===== src/rtl/sprite_line_drawer.sv =====
// Sprite FIFO drain engine: pops one descriptor per sprite, fetches its 16 ROM
// pixels and writes the opaque, on-screen ones into the scanline buffer.
module sprite_line_drawer #(
  parameter int X_W        = 10,
  parameter int ROW_W      = 4,
  parameter int ID_W       = 6,
  parameter int COL_W      = 4,
  parameter int PIX_W      = 8,
  parameter int LINE_WIDTH = 640
) (
  input  logic                        Clk,
  input  logic                        Reset,
  input  logic                        start,
  input  logic                        fifo_e,
  input  logic [X_W+ROW_W+ID_W-1:0]   fifo_data,
  output logic                        fifo_re,
  output logic [ID_W+ROW_W+COL_W-1:0] rom_addr,
  input  logic [PIX_W-1:0]            rom_data,
  output logic                        lb_we,
  output logic [X_W-1:0]              lb_addr,
  output logic [PIX_W-1:0]            lb_data,
  output logic                        busy,
  output logic                        done
);

  localparam int BUS_WIDTH = X_W + ROW_W + ID_W;
  localparam logic [X_W:0] LINE_LIM = (X_W+1)'(LINE_WIDTH);

  typedef enum logic [1:0] {IDLE, LATCH, DRAW, FLUSH} state_t;

  state_t             state, next_state;
  logic               active;
  logic               done_r;
  logic               set_done;
  logic               clr_active;
  logic               start_acc;
  logic [X_W-1:0]     x_q;
  logic [ROW_W-1:0]   row_q;
  logic [ID_W-1:0]    id_q;
  logic [COL_W-1:0]   col_q;
  logic               vld_p1;
  logic [X_W:0]       x_p1;

  // Clip against the visible line; x_p1 carries one extra bit so x+col never wraps.
  function automatic logic on_line(input logic [X_W:0] px);
    return px < LINE_LIM;
  endfunction

  assign start_acc = start && (state == IDLE) && !active && !done_r;
  assign busy      = active | done_r;
  assign done      = done_r;
  assign rom_addr  = {id_q, row_q, col_q};

  always_comb begin
    next_state = state;
    fifo_re    = 1'b0;
    set_done   = 1'b0;
    clr_active = 1'b0;
    case (state)
      IDLE: begin
        if (active) begin
          if (!fifo_e) begin
            fifo_re    = 1'b1;
            next_state = LATCH;
          end else begin
            set_done   = 1'b1;
            clr_active = 1'b1;
          end
        end
      end
      LATCH: next_state = DRAW;
      DRAW: begin
        if (col_q == '1) next_state = FLUSH;
      end
      FLUSH: begin
        if (!fifo_e) begin
          fifo_re    = 1'b1;
          next_state = LATCH;
        end else begin
          next_state = IDLE;
          set_done   = 1'b1;
          clr_active = 1'b1;
        end
      end
      default: next_state = IDLE;
    endcase
  end

  always_ff @(posedge Clk or posedge Reset) begin
    if (Reset) begin
      state  <= IDLE;
      active <= 1'b0;
      done_r <= 1'b0;
      vld_p1 <= 1'b0;
    end else begin
      state  <= next_state;
      done_r <= set_done;
      if (clr_active)     active <= 1'b0;
      else if (start_acc) active <= 1'b1;
      vld_p1 <= (state == DRAW);
    end
  end

  // Descriptor/column registers are reset so rom_addr and lb_addr come up at zero.
  always_ff @(posedge Clk or posedge Reset) begin
    if (Reset) begin
      x_q   <= '0;
      row_q <= '0;
      id_q  <= '0;
      col_q <= '0;
      x_p1  <= '0;
    end else begin
      if (state == LATCH) begin
        x_q   <= fifo_data[BUS_WIDTH-1 -: X_W];
        row_q <= fifo_data[ID_W+ROW_W-1 -: ROW_W];
        id_q  <= fifo_data[ID_W-1:0];
        col_q <= '0;
      end else if (state == DRAW) begin
        col_q <= col_q + 1'b1;
      end
      // Stage p0 -> p1: ROM address issued now, pixel returns alongside x_p1.
      x_p1 <= {1'b0, x_q} + {{(X_W+1-COL_W){1'b0}}, col_q};
    end
  end

  assign lb_we   = vld_p1 && (rom_data != '0) && on_line(x_p1);
  assign lb_addr = x_p1[X_W-1:0];
  assign lb_data = rom_data;

endmodule


===== config.mk =====
export PLATFORM = sky130hd
export DESIGN_NAME = sprite_line_drawer
export DESIGN_NICKNAME = d
export VERILOG_FILES = /design/src/rtl/sprite_line_drawer.sv
export SDC_FILE = /design/constraint.sdc
export NUM_CORES = 1
export LEC_CHECK = 0
export CORE_UTILIZATION = 41
export CTS_BUF_LIST = sky130_fd_sc_hd__clkbuf_16
export CTS_CLUSTER_DIAMETER = 30
export CTS_CLUSTER_SIZE = 16
export DETAILED_ROUTE_END_ITERATION = 6
export GPL_ROUTABILITY_DRIVEN = 0
export GPL_TIMING_DRIVEN = 0
export PLACE_DENSITY_LB_ADDON = 0.3
export SLEW_MARGIN = 20
export SYNTH_ARGS = -nofsm -noshare
export SYNTH_HDL_FRONTEND = slang
export SYNTH_SLANG_ARGS = --single-unit

===== constraint.sdc =====
create_clock -name Clk -period 1.72 [get_ports Clk]
set_input_delay 0.344 -clock Clk [delete_from_list [all_inputs] [get_ports Clk]]
set_output_delay 0.344 -clock Clk [all_outputs]
set_load 0.1 [all_outputs]

==> impl_metrics.yaml <==
job:
  cap_violations: 0
detailed_routing:
  num_vias: 1556
  drcViolationCount: 0
  detail_route.vias_per_cell: 4.955
  wl_per_cell_um: 14.04
  ant_nets: 0
  drtIter0Drc: 23
  dr.pass1.iters: 4
  drt-total-wl_mm: 4.408
finish:
  utilization: 0.7175
  final_cell_mix: "34 x dfrtp_1, 31 x buf_4, 31 x clkdlybuf4s15_2"
  synthToLayoutAreaGrowth_pct: 62.25
  final_net_count: 303
  antenna_cells: 0
  drive_above_1_share: 0.4580
  fin_cells: 314
  final_common_cell: "dfrtp_1"
floorplan:
  die_x_um: 71.70
  io_pins: 68
  die_y_um: 71.70
  fp-row-count: 24
  initial_core_util: 0.4422
  die_area_mm2: 0.005141
  fp.coreArea_mm2: 0.004504
cts:
  ctsHoldBuffers: 0
  path_clk_slew_ns: 0.06
  cts_buffers: 5
  clock_path_buffers: 2
  insertion_delay_ns: 0.28
  cts.htree.levels: 2
  cts-root-buf: "clkbuf_16"
  cts_sinks: 40
  cts_tree: "done"
yosys:
  ys_types: 38
  synthMuxAreaShare: 0.1175
  synth_compound_area_frac: 0.09673
  synth_top_family_by_area: "multiplexers"
  syn-cell-area_mm2: 0.001992
  synth-warning-count: 0
  synth_simple_gate_area_frac: 0.08857
  synth_seq_cells: 40
  syn_avg_cell_area_um2: 11.38
  syn_inst: 175
  syn-num-nets: 217
  synth_adder_area_share: 0.06658
  async_reset_ff_frac: 1.000
  synth_ff_type: "dfrtp_1"
  ys_seq_area_frac: 0.5025
  synth-edff-count: 0
  synthXorXnorAreaFrac: 0.02198
worst_setup_path:
  cp-start-kind: "flip-flop"
  crit_path_end_kind: "output pin"
  critical_path_class: "reg -> out"
  cp.required_ns: 1.38
  cp_max_fo: 3
  worstPathArrival_ns: 1.41
timing:
  tightest_slew_ns: 0.5565
  finalSetupViolations: 1
  slew_viol_final: 0
  fin_crit_sh: 1.022
  rsz0062_at_grt: "yes"
  fmax_ghz: 0.5691
  relSlewSlack: 0.6308
  period_minus_slack_ns: 1.757
  finalHoldViolations: 0
  finClkSkew_ns: 0.004218
  hold_slack_ns: 0.3356
  finalWorstSetupSlack_ns: -0.03713
placed_design:
  dp.cells: 295
  hpwl_mm: 3.177
  io_buffers: 67
outcome:
  status: "finished with violations"
  violations: "setup timing"
hold_path:
  hold_path_class: "in -> async"
global_route:
  grtUsageTotal: 0.1800
  grt_pass1_vias: 1520
  grt_pass1_wl_mm: 7.079
  grt-ovfl-total: 0
  grt_max_degree: 27
  antenna_found_initial: 0
routing by layer:
metal	vias to the layer above	part of all wire	GRT usage
met5	-	0	0
met4	0	0.010	0.06536
met3	5	0.063	0.05767
met2	55	0.52	0.3082
met1	743	0.40	0.2121
li1	753	-	-
Yosys cell counts, types with 2 or more instances:
cell      count  share of area
a211oi_1      3          0.011
a21oi_1       5          0.013
and3_1        2         0.0063
buf_2         4          0.010
buf_4        18          0.068
dfrtp_1      40           0.50
ha_1          9          0.057
inv_1        15          0.028
mux2_1        7          0.040
mux2_2       12          0.068
mux2i_1       2          0.010
nand2_1       5         0.0094
nand2b_1      3         0.0094
nand3_1       3         0.0075
nor2_1        3         0.0057
nor2b_1       4          0.013
nor3_1        2         0.0050
nor4_1        2         0.0063
o211ai_1      2         0.0075
o21ai_0      10          0.025
o22ai_1       3         0.0094
or2_2         2         0.0063
xnor2_1       3          0.013
xor2_1        2         0.0088
through the flow:
stage / instance area (um^2) / setup slack, ns / TNS, ns
2_1_floorplan: 2111 / -0.2216 / -0.3341
3_3_place_gp: 2846 / -0.9491 / -25.88
3_5_place_dp: 2867 / -1.053 / -10.77
4_1_cts: 3102 / -0.1356 / -0.1356
5_1_grt: 3232 / -0.08696 / -0.1002
6_report: 3232 / -0.03713 / -0.03713
registers in the layout (all words and copies together) (netlist names):
name,count
row_q,4
active,1
col_q,4
id_q,6
state,2
x_p1,11
x_q,10
done,1
vld_p1,1
worst max-delay path, stage by stage (launching register included):
cell and delay [ns]:
dfrtp_2 0.42, inv_2 0.09, ha_4 0.21, nor3_4 0.21, buf_12 0.20
cells by family after synthesis:
logic type	count (synthesis)
buffers and inverters	37
adder cells (fa/ha/maj)	10
XOR/XNOR	5
AND/OR/NAND/NOR	32
multiplexers	21
AO/OA/AOI/OAI	30
flip-flops	40
repair_timing:
item	CTS	global route
gates resized for setup	139	10
buffers inserted	0	12
pin swaps	4	9
gates cloned	0	0
endpoints found under the setup margin	36	7
final cells by class:
cell class | count | area [um^2]
fillers | 329 | 1272
flip-flops and latches | 40 | 1018
multi-input cells | 98 | 952.2
repair buffers | 80 | 825.8
plain buffers | 21 | 150.1
clock buffers | 5 | 125.1
well taps | 52 | 65.06
inverters | 15 | 56.30
clock inverters | 3 | 38.79
worst paths after layout:
path / startpoint / to / slack [ns] / cells after the start
min reg2reg: id_q[4] / id_q[4] / 0.49 / 1
max: state[0] / fifo_re / -0.04 / 4
max in group asynchronous: Reset / state[0] / 0.92 / 3
min: Reset / id_q[3] / 0.34 / 2
min in group Clk: id_q[4] / id_q[4] / 0.49 / 1
max reg2reg: col_q[0] / x_p1[10] / 0.06 / 7
Power is not shown: default switching activity piles up to over one toggle a cycle in this logic, so the estimate is an artifact.
